--- config.mk ---
export PLATFORM = sky130hd
export DESIGN_NAME = preamble_tx
export DESIGN_NICKNAME = d
export VERILOG_FILES = /design/src/rtl/preamble_pkg.sv /design/src/rtl/preamble_lfsr.sv /design/src/rtl/preamble_tx.sv
export SDC_FILE = /design/constraint.sdc
export NUM_CORES = 1
export LEC_CHECK = 0
export ABC_AREA = 1
export CAP_MARGIN = 20
export CORE_ASPECT_RATIO = 1.4
export CORE_MARGIN = 3
export CORE_UTILIZATION = 54
export CTS_CLUSTER_SIZE = 30
export DETAILED_ROUTE_END_ITERATION = 16
export GPL_TIMING_DRIVEN = 1
export PLACE_DENSITY = 0.82
export SLEW_MARGIN = 20
export SYNTH_ARGS = -nofsm -noshare
export SYNTH_HDL_FRONTEND = slang
export SYNTH_SLANG_ARGS = --single-unit
--- constraint.sdc ---
create_clock -name clk -period 3.8 [get_ports clk]
set_input_delay 0.76 -clock clk [delete_from_list [all_inputs] [get_ports clk]]
set_output_delay 0.76 -clock clk [all_outputs]
set_load 0.005 [all_outputs]
--- src/rtl/preamble_pkg.sv ---
// preamble_pkg -- shared types and helpers for preamble_tx.
//   state_t   : FSM state encoding. GUARD exists only when PREAMBLE_TX_GUARD_EN
//               is defined.
//   LFSR_LEN  : LFSR register length in bits.
//   LFSR_TAPS : feedback tap mask for x^16+x^14+x^13+x^11+1. The register
//               shifts right and the new bit enters at the MSB, so the
//               polynomial taps land on bits 0, 2, 3 and 5.
//   qpsk_map  : maps one LFSR bit to a +AMP / -AMP two's-complement sample.
package preamble_pkg;

  typedef enum logic [1:0] {
    ST_IDLE    = 2'd0,
    ST_PRE     = 2'd1,
`ifdef PREAMBLE_TX_GUARD_EN
    ST_GUARD   = 2'd2,
`endif
    ST_PAYLOAD = 2'd3
  } state_t;

  localparam int                  LFSR_LEN  = 16;
  localparam logic [LFSR_LEN-1:0] LFSR_TAPS = 16'h002D;

  // A set bit selects the negative amplitude. The caller truncates the
  // 32-bit result to its sample width.
  function automatic logic [31:0] qpsk_map(input logic bit_v, input logic [31:0] amp);
    logic [31:0] res;
    if (bit_v) begin
      res = 32'd0 - amp;
    end else begin
      res = amp;
    end
    return res;
  endfunction

endpackage

--- src/rtl/preamble_lfsr.sv ---
// preamble_lfsr -- 16-bit Fibonacci LFSR that produces the preamble symbols.
//   clk, reset_n : clock, asynchronous active-low reset (the reset loads SEED)
//   load         : reload SEED. Takes priority over step.
//   step         : advance the register by one position
//   state        : current register contents
module preamble_lfsr
  import preamble_pkg::*;
#(
  parameter logic [LFSR_LEN-1:0] SEED = 16'hACE1
) (
  input  logic                clk,
  input  logic                reset_n,
  input  logic                load,
  input  logic                step,
  output logic [LFSR_LEN-1:0] state
);

  logic [LFSR_LEN-1:0] state_r;
  logic                feedback_s;

  // The feedback bit is the parity of the tapped bits.
  always_comb begin
    feedback_s = ^(state_r & LFSR_TAPS);
  end

  // Shift register with a reload path.
  always_ff @(posedge clk or negedge reset_n) begin
    if (!reset_n) begin
      state_r <= SEED;
    end else if (load) begin
      state_r <= SEED;
    end else if (step) begin
      state_r <= {feedback_s, state_r[LFSR_LEN-1:1]};
    end else begin
      state_r <= state_r;
    end
  end

  assign state = state_r;

endmodule

--- src/rtl/preamble_tx.sv ---
// preamble_tx -- emits an NREP-times repeated QPSK pseudo-random preamble.
// Each symbol is held for INTERP_RATE beats. After the preamble the block
// optionally emits zero guard beats, then passes a payload stream through
// until the payload's tlast beat.
//   clk, reset_n       : clock, asynchronous active-low reset
//   clear              : synchronous return to IDLE. Drops any in-flight beat.
//   start              : single-cycle request. Honoured only in IDLE.
//   in_*               : payload AXI-style stream (in_tready is an output)
//   out_*              : transmit AXI-style stream (out_tready is an input)
//   busy, pre_active   : status flags (not IDLE / in PRE)
// Build option: defining PREAMBLE_TX_GUARD_EN adds the GUARD state, which
// emits GUARD_LEN zero beats between the preamble and the payload.
module preamble_tx
  import preamble_pkg::*;
#(
  parameter int                             DATA_WIDTH  = 16,
  parameter int                             MAX_LEN     = 4095,
  parameter logic [$clog2(MAX_LEN+1)-1:0]   LEN         = 4092,
  parameter int                             INTERP_RATE = 64,
  parameter int                             NREP        = 2,
  parameter logic [DATA_WIDTH-1:0]          AMP         = 8192,
  parameter logic [LFSR_LEN-1:0]            SEED        = 16'hACE1
`ifdef PREAMBLE_TX_GUARD_EN
  , parameter int                           GUARD_LEN   = 16
`endif
) (
  input  logic                  clk,
  input  logic                  reset_n,
  input  logic                  clear,
  input  logic                  start,
  input  logic                  in_tvalid,
  input  logic                  in_tlast,
  input  logic [DATA_WIDTH-1:0] in_itdata,
  input  logic [DATA_WIDTH-1:0] in_qtdata,
  output logic                  in_tready,
  output logic                  out_tvalid,
  output logic                  out_tlast,
  output logic [DATA_WIDTH-1:0] out_itdata,
  output logic [DATA_WIDTH-1:0] out_qtdata,
  input  logic                  out_tready,
  output logic                  busy,
  output logic                  pre_active
);

  localparam int                LW       = $clog2(MAX_LEN + 1);
  localparam int                RW       = (NREP > 1) ? $clog2(NREP) : 1;
  localparam logic [7:0]        IR_LAST  = 8'(INTERP_RATE - 1);
  localparam logic [LW-1:0]     LEN_LAST = LEN - 1'b1;
  localparam logic [RW-1:0]     REP_LAST = RW'(NREP - 1);
`ifdef PREAMBLE_TX_GUARD_EN
  localparam int                GW       = (GUARD_LEN > 1) ? $clog2(GUARD_LEN) : 1;
  localparam logic [GW-1:0]     G_LAST   = GW'(GUARD_LEN - 1);
  localparam state_t            AFTER_PRE = ST_GUARD;
`else
  localparam state_t            AFTER_PRE = ST_PAYLOAD;
`endif

  generate
    if (LEN == 0 || INTERP_RATE < 1 || INTERP_RATE > 255 || NREP < 1) begin : g_bad_param
      $error("preamble_tx: LEN and NREP must be non-zero and INTERP_RATE in 1..255");
    end
`ifdef PREAMBLE_TX_GUARD_EN
    if (GUARD_LEN < 1) begin : g_bad_guard
      $error("preamble_tx: GUARD_LEN must be non-zero");
    end
`endif
  endgenerate

  state_t                  state_r, state_s;
  logic [7:0]              beat_cnt_r, beat_s;
  logic [LW-1:0]           sym_cnt_r, sym_s;
  logic [RW-1:0]           rep_cnt_r, rep_s;
`ifdef PREAMBLE_TX_GUARD_EN
  logic [GW-1:0]           guard_cnt_r, guard_s;
`endif
  logic                    lfsr_load_s, lfsr_step_s;
  logic [LFSR_LEN-1:0]     lfsr_state_s;
  logic                    lfsr_unused_s;
  logic                    out_free_s, in_tready_s, in_fire_s, gen_pre_s, pre_last_s;
  logic [DATA_WIDTH-1:0]   sym_i_s, sym_q_s;
  logic                    out_tvalid_r, out_tlast_r, busy_r, pre_active_r;
  logic [DATA_WIDTH-1:0]   out_i_r, out_q_r;

  preamble_lfsr #(.SEED(SEED)) u_lfsr (
    .clk     (clk),
    .reset_n (reset_n),
    .load    (lfsr_load_s),
    .step    (lfsr_step_s),
    .state   (lfsr_state_s)
  );

  // Only the two low LFSR bits form a symbol. The upper bits only feed the shift.
  assign lfsr_unused_s = ^lfsr_state_s[LFSR_LEN-1:2];

  // Handshake qualifiers and the current symbol value.
  always_comb begin
    out_free_s  = ~out_tvalid_r | out_tready;
    in_tready_s = (state_r == ST_PAYLOAD) & out_free_s;
    in_fire_s   = in_tvalid & in_tready_s;
    // The first preamble beat is produced in the same cycle that start is seen.
    gen_pre_s   = out_free_s & ~clear &
                  ((state_r == ST_PRE) | ((state_r == ST_IDLE) & start));
    pre_last_s  = (beat_cnt_r == IR_LAST) & (sym_cnt_r == LEN_LAST) & (rep_cnt_r == REP_LAST);
    sym_i_s     = DATA_WIDTH'(qpsk_map(lfsr_state_s[0], 32'(AMP)));
    sym_q_s     = DATA_WIDTH'(qpsk_map(lfsr_state_s[1], 32'(AMP)));
  end

  // Next state, the beat/symbol/repetition counters and LFSR control.
  always_comb begin
    state_s     = state_r;
    beat_s      = beat_cnt_r;
    sym_s       = sym_cnt_r;
    rep_s       = rep_cnt_r;
    lfsr_load_s = 1'b0;
    lfsr_step_s = 1'b0;
`ifdef PREAMBLE_TX_GUARD_EN
    guard_s     = guard_cnt_r;
`endif
    if (clear) begin
      state_s     = ST_IDLE;
      beat_s      = '0;
      sym_s       = '0;
      rep_s       = '0;
      lfsr_load_s = 1'b1;
`ifdef PREAMBLE_TX_GUARD_EN
      guard_s     = '0;
`endif
    end else begin
      if (gen_pre_s) begin
        if (beat_cnt_r == IR_LAST) begin
          beat_s = '0;
          if (sym_cnt_r == LEN_LAST) begin
            // A repetition ends here: reload SEED so the next one repeats it.
            sym_s       = '0;
            lfsr_load_s = 1'b1;
            if (rep_cnt_r == REP_LAST) begin
              rep_s = '0;
            end else begin
              rep_s = rep_cnt_r + 1'b1;
            end
          end else begin
            sym_s       = sym_cnt_r + 1'b1;
            lfsr_step_s = 1'b1;
          end
        end else begin
          beat_s = beat_cnt_r + 8'd1;
        end
      end else begin
        beat_s = beat_cnt_r;
      end
      case (state_r)
        ST_IDLE: begin
          if (start) begin
            state_s = (gen_pre_s && pre_last_s) ? AFTER_PRE : ST_PRE;
          end else begin
            state_s = ST_IDLE;
          end
        end
        ST_PRE: begin
          if (gen_pre_s && pre_last_s) begin
            state_s = AFTER_PRE;
          end else begin
            state_s = ST_PRE;
          end
        end
`ifdef PREAMBLE_TX_GUARD_EN
        ST_GUARD: begin
          if (out_free_s) begin
            if (guard_cnt_r == G_LAST) begin
              guard_s = '0;
              state_s = ST_PAYLOAD;
            end else begin
              guard_s = guard_cnt_r + 1'b1;
              state_s = ST_GUARD;
            end
          end else begin
            state_s = ST_GUARD;
          end
        end
`endif
        ST_PAYLOAD: begin
          if (in_fire_s && in_tlast) begin
            state_s = ST_IDLE;
          end else begin
            state_s = ST_PAYLOAD;
          end
        end
        default: state_s = ST_IDLE;
      endcase
    end
  end

  // State, counters and status flags. The flags are registered from the next state.
  always_ff @(posedge clk or negedge reset_n) begin
    if (!reset_n) begin
      state_r      <= ST_IDLE;
      beat_cnt_r   <= '0;
      sym_cnt_r    <= '0;
      rep_cnt_r    <= '0;
`ifdef PREAMBLE_TX_GUARD_EN
      guard_cnt_r  <= '0;
`endif
      busy_r       <= 1'b0;
      pre_active_r <= 1'b0;
    end else begin
      state_r      <= state_s;
      beat_cnt_r   <= beat_s;
      sym_cnt_r    <= sym_s;
      rep_cnt_r    <= rep_s;
`ifdef PREAMBLE_TX_GUARD_EN
      guard_cnt_r  <= guard_s;
`endif
      busy_r       <= (state_s != ST_IDLE);
      pre_active_r <= (state_s == ST_PRE);
    end
  end

  // Output register. It takes a new beat whenever it is empty or being drained.
  always_ff @(posedge clk or negedge reset_n) begin
    if (!reset_n) begin
      out_tvalid_r <= 1'b0;
      out_tlast_r  <= 1'b0;
      out_i_r      <= '0;
      out_q_r      <= '0;
    end else if (clear) begin
      out_tvalid_r <= 1'b0;
      out_tlast_r  <= 1'b0;
      out_i_r      <= '0;
      out_q_r      <= '0;
    end else if (out_free_s) begin
      case (state_r)
        ST_IDLE, ST_PRE: begin
          out_tvalid_r <= gen_pre_s;
          out_tlast_r  <= 1'b0;
          out_i_r      <= gen_pre_s ? sym_i_s : out_i_r;
          out_q_r      <= gen_pre_s ? sym_q_s : out_q_r;
        end
`ifdef PREAMBLE_TX_GUARD_EN
        ST_GUARD: begin
          out_tvalid_r <= 1'b1;
          out_tlast_r  <= 1'b0;
          out_i_r      <= '0;
          out_q_r      <= '0;
        end
`endif
        ST_PAYLOAD: begin
          out_tvalid_r <= in_tvalid;
          out_tlast_r  <= in_tvalid & in_tlast;
          out_i_r      <= in_tvalid ? in_itdata : out_i_r;
          out_q_r      <= in_tvalid ? in_qtdata : out_q_r;
        end
        default: begin
          out_tvalid_r <= 1'b0;
          out_tlast_r  <= 1'b0;
        end
      endcase
    end else begin
      out_tvalid_r <= out_tvalid_r;
    end
  end

  assign in_tready  = in_tready_s;
  assign out_tvalid = out_tvalid_r;
  assign out_tlast  = out_tlast_r;
  assign out_itdata = out_i_r;
  assign out_qtdata = out_q_r;
  assign busy       = busy_r;
  assign pre_active = pre_active_r;

endmodule

# ---- Yosys cells after proc, flatten, opt, wreduce, memory -nomap -nowiden
# Index checks and enable logic that the tools add are counted.
dict set report classes {
  addsub 3
  n_mul 0
  n_div 0
  n_lt_le_gt_ge 0
  n_eq_ne 7
  shift 0
  mux 45
  n_bitwise 12
  n_reduce_logical 15
}
# cell count
set ops {}
lappend ops {{16-bit two-way mux} 12}
lappend ops {{16-bit one-hot mux with 2 select lines} 2}
lappend ops {{12-bit two-way mux} 4}
lappend ops {{8-bit two-way mux} 3}
lappend ops {{1-bit two-way mux} 18}
lappend ops {{16-bit parity} 1}
lappend ops {{12-bit by 1-bit adder with 12-bit output, second input constant} 1}
lappend ops {{12-bit equality test, second input constant} 1}
lappend ops {{2-bit nonzero test} 6}
lappend ops {{8-bit by 1-bit adder with 8-bit output, second input constant} 1}
lappend ops {{1-bit AND} 8}
lappend ops {{8-bit by 6-bit equality test with 1-bit output, second input constant} 1}
lappend ops {{2-bit two-way mux} 4}
lappend ops {{3-bit != test, second input constant} 2}
lappend ops {{2-bit one-hot mux with 3 select lines} 1}
lappend ops {{2-bit by 1-bit equality test with 1-bit output, second input constant} 2}
lappend ops {{4-bit AND reduction} 1}
lappend ops {{3-bit AND reduction} 1}
lappend ops {{3-bit nonzero test} 1}
lappend ops {{2-bit equality test, second input constant} 1}
lappend ops {{1-bit logical AND} 2}
lappend ops {{2-bit zero test} 1}
lappend ops {{1-bit NOT} 2}
lappend ops {{1-bit bitwise OR} 2}
lappend ops {{other kinds (4)} 4}
dict set report totals {
  ff_bits 75
  latchBits 0
  mem_bits_rw 0
  romBits 0
  input_bits 39
  output_inout_bits 37
  wordCells 93
  mem_count 0
}

# ---- Logic depth before layout (Yosys ltp)
dict set report logic_depth {
  depth_word 10
  ltp_mapped 10
  depth_no_buf 10
}

# ---- By module
# Synthesis repeated with hierarchy kept, for this count alone.
dict set report unflattened {
  cells_unflattened 443
  area_unflattened_um2 3603.5
}
# mod instances cells_each area_per_inst_um2 seq_area_each_um2
set modules_own_cells {}
lappend modules_own_cells {preamble_tx 1 367 2920.3 1476.4}
lappend modules_own_cells {preamble_lfsr 1 76 683.2 410.4}

# ---- Worst setup path before layout
# Ideal clock, no wire load.
dict set report synth_timing {
  kind {input port to output port}
  startpoint {in out_tready}
  endpoint {out in_tready}
  t_arrival_ps 1134
  t_required_ps 3040
  setup_slack_ps 1906
  stages 4
  path_buffers 0
  path_cell_list {inv_1 > nand2_1 > inv_1 > nor2_1}
}
dict set report synth_between {
  elab_chain_len 2
}
# element line
set synth_lines {}
lappend synth_lines {{start: declaration} preamble_tx.sv:40} ;# input logic out_tready,
lappend synth_lines {{1-bit bitwise OR} preamble_tx.sv:97} ;# out_free_s = ~out_tvalid_r | out_tready;
lappend synth_lines {{1-bit AND} preamble_tx.sv:98} ;# in_tready_s = (state_r == ST_PAYLOAD) & out_free_s;
lappend synth_lines {{end: declaration} preamble_tx.sv:35} ;# output logic in_tready,
# Every way passes these cells.

# ---- Final worst setup path
# Same ends and word-level chain as after synthesis.

==> results.yml <==
critical_path:
  rrSetupSlack_ns: 1.82
  path_class: "input port to output port"
  worst-path-max-fanout: 4
  startpoint_type: "input port"
  cp-end-kind: "output port"
  reg2reg_depth: 8
  r2r_start: "sym_cnt_r[0]$_DFFE_PN0P_"
  worstPathArrival_ns: 2.20
  timing.rr.end: "pre_active$_DFF_PN0_"
  cp.required_ns: 3.04
finish:
  antenna_cells: 0
  layout-drive-gt1-share_pct: 8.41
  final_area_sq_um: 4480
  area_growth_pct: 27.9
  fin_util_pct: 71.6
  fin_cells: 583
  fill_cells: 498
  fin_nets: 547
global_routing:
  grt_pass1_wl_microns: 13300
  grt_start_max_net_pins: 39
  globalRouteOverflowTotal: 0
  grt_antenna_before_repair: 0
  grt_usage_pct: 22.6
  grt_pass1_vias: 2947
cts:
  clk_latency_ns: 0.35
  postCtsHoldBufs: 0
  ctsResizeCount: 0
  clk_pin_slew_ns: 0.07
  postCtsSetupBuffers: 0
  cts_buffers: 9
  cts.sinks: 75
  tritoncts: "yes"
  root_buffer: "clkbuf_8"
  h-tree-depth: 3
  clockBufferDepth: 2
placed_design:
  dp_hpwl_microns: 5730
  place_area_sq_um: 4300
  gp_congestion: 0.864
  dp.cells: 567
  numPortBuffers: 75
routing:
  drc: 0
  num_vias: 3076
  dr.pass1.iters: 5
  drt_iter0_markers: 141
  wl_per_cell_microns: 13.5
  drt-total-wl_microns: 7880
  viasPerCell: 5.28
  ant_nets: 0
run:
  max_cap_viol_count: 0
synth:
  yosysUniqueCellTypes: 28
  ys_seq_elements: 75
  synth_common_cells: "150 x nand2_1, 67 x dfrtp_1, 50 x nand3_1"
  synth.most_common_cell: "nand2_1"
  netlist.area_leader.share_pct: 47.9
  synthArstFlopShare_pct: 100
  syn-cell-area_sq_um: 3500
  synth_edf_count: 0
  yosysSeqAreaShare_pct: 53.9
  syn_inst: 429
  syn_nets: 470
  ys.flop_type: "dfrtp_1"
  synthTopCellsByArea: "dfrtp_1 48%, nand2_1 16%, nand3_1 7.2%"
  synth_area_per_cell_sq_um: 8.16
  ys.warnings.count: 0
  yosysTopAreaCell: "dfrtp_1"
sta:
  setup_viol: 0
  tightestPinTransition_ns: 0.823
  final_hold_viol_count: 0
  max_freq_ghz: 0.338
  fin_setup_tns_ns: 0
  max-slew-margin-rel_pct: 45.1
  fin_skew_ns: 0.0167
  fin_crit_sh_pct: 77.9
  drv_slew: 0
  rsz0062_at_grt: "no"
  min_period_ns: 2.96
power:
  max-vdd-ir-drop_v: 0.000208
  p_leak_uw: 0.00218
  finalPower_uw: 1510
  powerDensity_nw_per_um2: 338
hold_path:
  holdCritStartpoint: "out_itdata[14]$_DFFE_PN0P_"
  whs_path_depth: 2
  hp-class: "flop to flop"
  whs_endpoint: "out_itdata[14]$_DFFE_PN0P_"
die:
  boundaryPins: 76
  core_area_sq_um: 6250
  die_w_microns: 74.0
  die_h_microns: 101
  start_util_pct: 56.0
  fp-row-count: 34
  dieArea_sq_um: 7500
status:
  status: "completed"
[kinds of logic (layout without fill, tap and decap cells)]
kind of cell / Yosys count / count (layout) / share of synthesized area (%)
XOR/XNOR: 10 / 10 / 2.50
adder cells (fa/ha/maj): 2 / 2 / 0.715
flip-flops: 75 / 75 / 53.9
AO/OA/AOI/OAI: 33 / 33 / 5.33
AND/OR/NAND/NOR: 266 / 266 / 31.7
buffers and inverters: 43 / 125 / 5.79
[layout by cell type, fill, tap and decap left out, types with 3 or more instances in the layout]
| cell | Yosys | layout |
|---|---|---|
| a21oi_1 | 4 | 3 |
| clkdlybuf4s50_1 | 0 | 74 |
| nor3_1 | 3 | 3 |
| nand4_1 | 7 | 7 |
| inv_2 | 4 | 4 |
| clkinv_4 | 0 | 3 |
| nand3_1 | 50 | 50 |
| clkbuf_8 | 0 | 9 |
| nand2_2 | 4 | 4 |
| o21ai_0 | 18 | 18 |
| buf_4 | 2 | 5 |
| inv_1 | 24 | 24 |
| o21ai_1 | 6 | 6 |
| nor2_1 | 49 | 49 |
| nand2_1 | 150 | 150 |
| dfstp_2 | 8 | 8 |
| xor2_1 | 6 | 6 |
| xnor2_1 | 4 | 4 |
| dfrtp_1 | 67 | 67 |
[power breakdown]
group          switching [uW]  total [uW]  internal [uW]
combinational            77.0         145           68.2
clock                     303         543            240
sequential               9.49         826            817
[routing by layer]
metal	vias to the layer above	track usage (%)	share of wire (%)
met2	97	39.0	49
met3	8	4.97	7.4
met1	1451	28.0	43
li1	1520	-	-
met4	0	7.11	0.83
met5	-	0	0
[critical path, cell delays in order]
cell	delay, ns
clkdlybuf4s50_1	0.46
inv_1	0.05
nand2_1	0.18
inv_1	0.08
nor2_1	0.14
clkdlybuf4s50_1	0.53
[metrics by stage]
| step | setup WS [ns] | hold WS, ns |
|---|---|---|
| final | 0.839 | 0.473 |
| after global routing | 0.771 | 0.490 |
| after CTS | 0.832 | 0.477 |
| after detailed placement | 0.839 | 0.458 |
| after global placement | 0.885 | 0.453 |
| after floorplan | 1.91 | 0.444 |
[layout make-up]
type | count | area [sq um] | area share, %
Sequential cell | 75 | 1890 | 42.2
Clock inverter | 7 | 52.6 | 1.17
Clock buffer | 9 | 124 | 2.77
Timing Repair Buffer | 81 | 803 | 17.9
Multi-Input combinational cell | 311 | 1410 | 31.6
Inverter | 28 | 105 | 2.35
Tap cell | 72 | 90.1 | 2.01
[flip-flops by register name, indices dropped and copies added, names as in the netlist]
register,count
out_tlast,1
out_tvalid,1
rep_cnt_r,1
sym_cnt_r,12
state_r,2
pre_active,1
u_lfsr.state,16
out_qtdata,16
out_itdata,16
beat_cnt_r,8
busy,1
[how the worst max path moves through the flow]
stage                from        end  slack (ns)  depth (start not counted)
3_3_place_gp   out_tready  in_tready        0.89                          6
6_report       out_tready  in_tready        0.84                          6
4_1_cts        out_tready  in_tready        0.83                          6
5_1_grt        out_tready  in_tready        0.77                          6
3_5_place_dp   out_tready  in_tready        0.84                          6
2_1_floorplan  out_tready  in_tready        1.91                          4
Power figures use the tool's default switching activity.
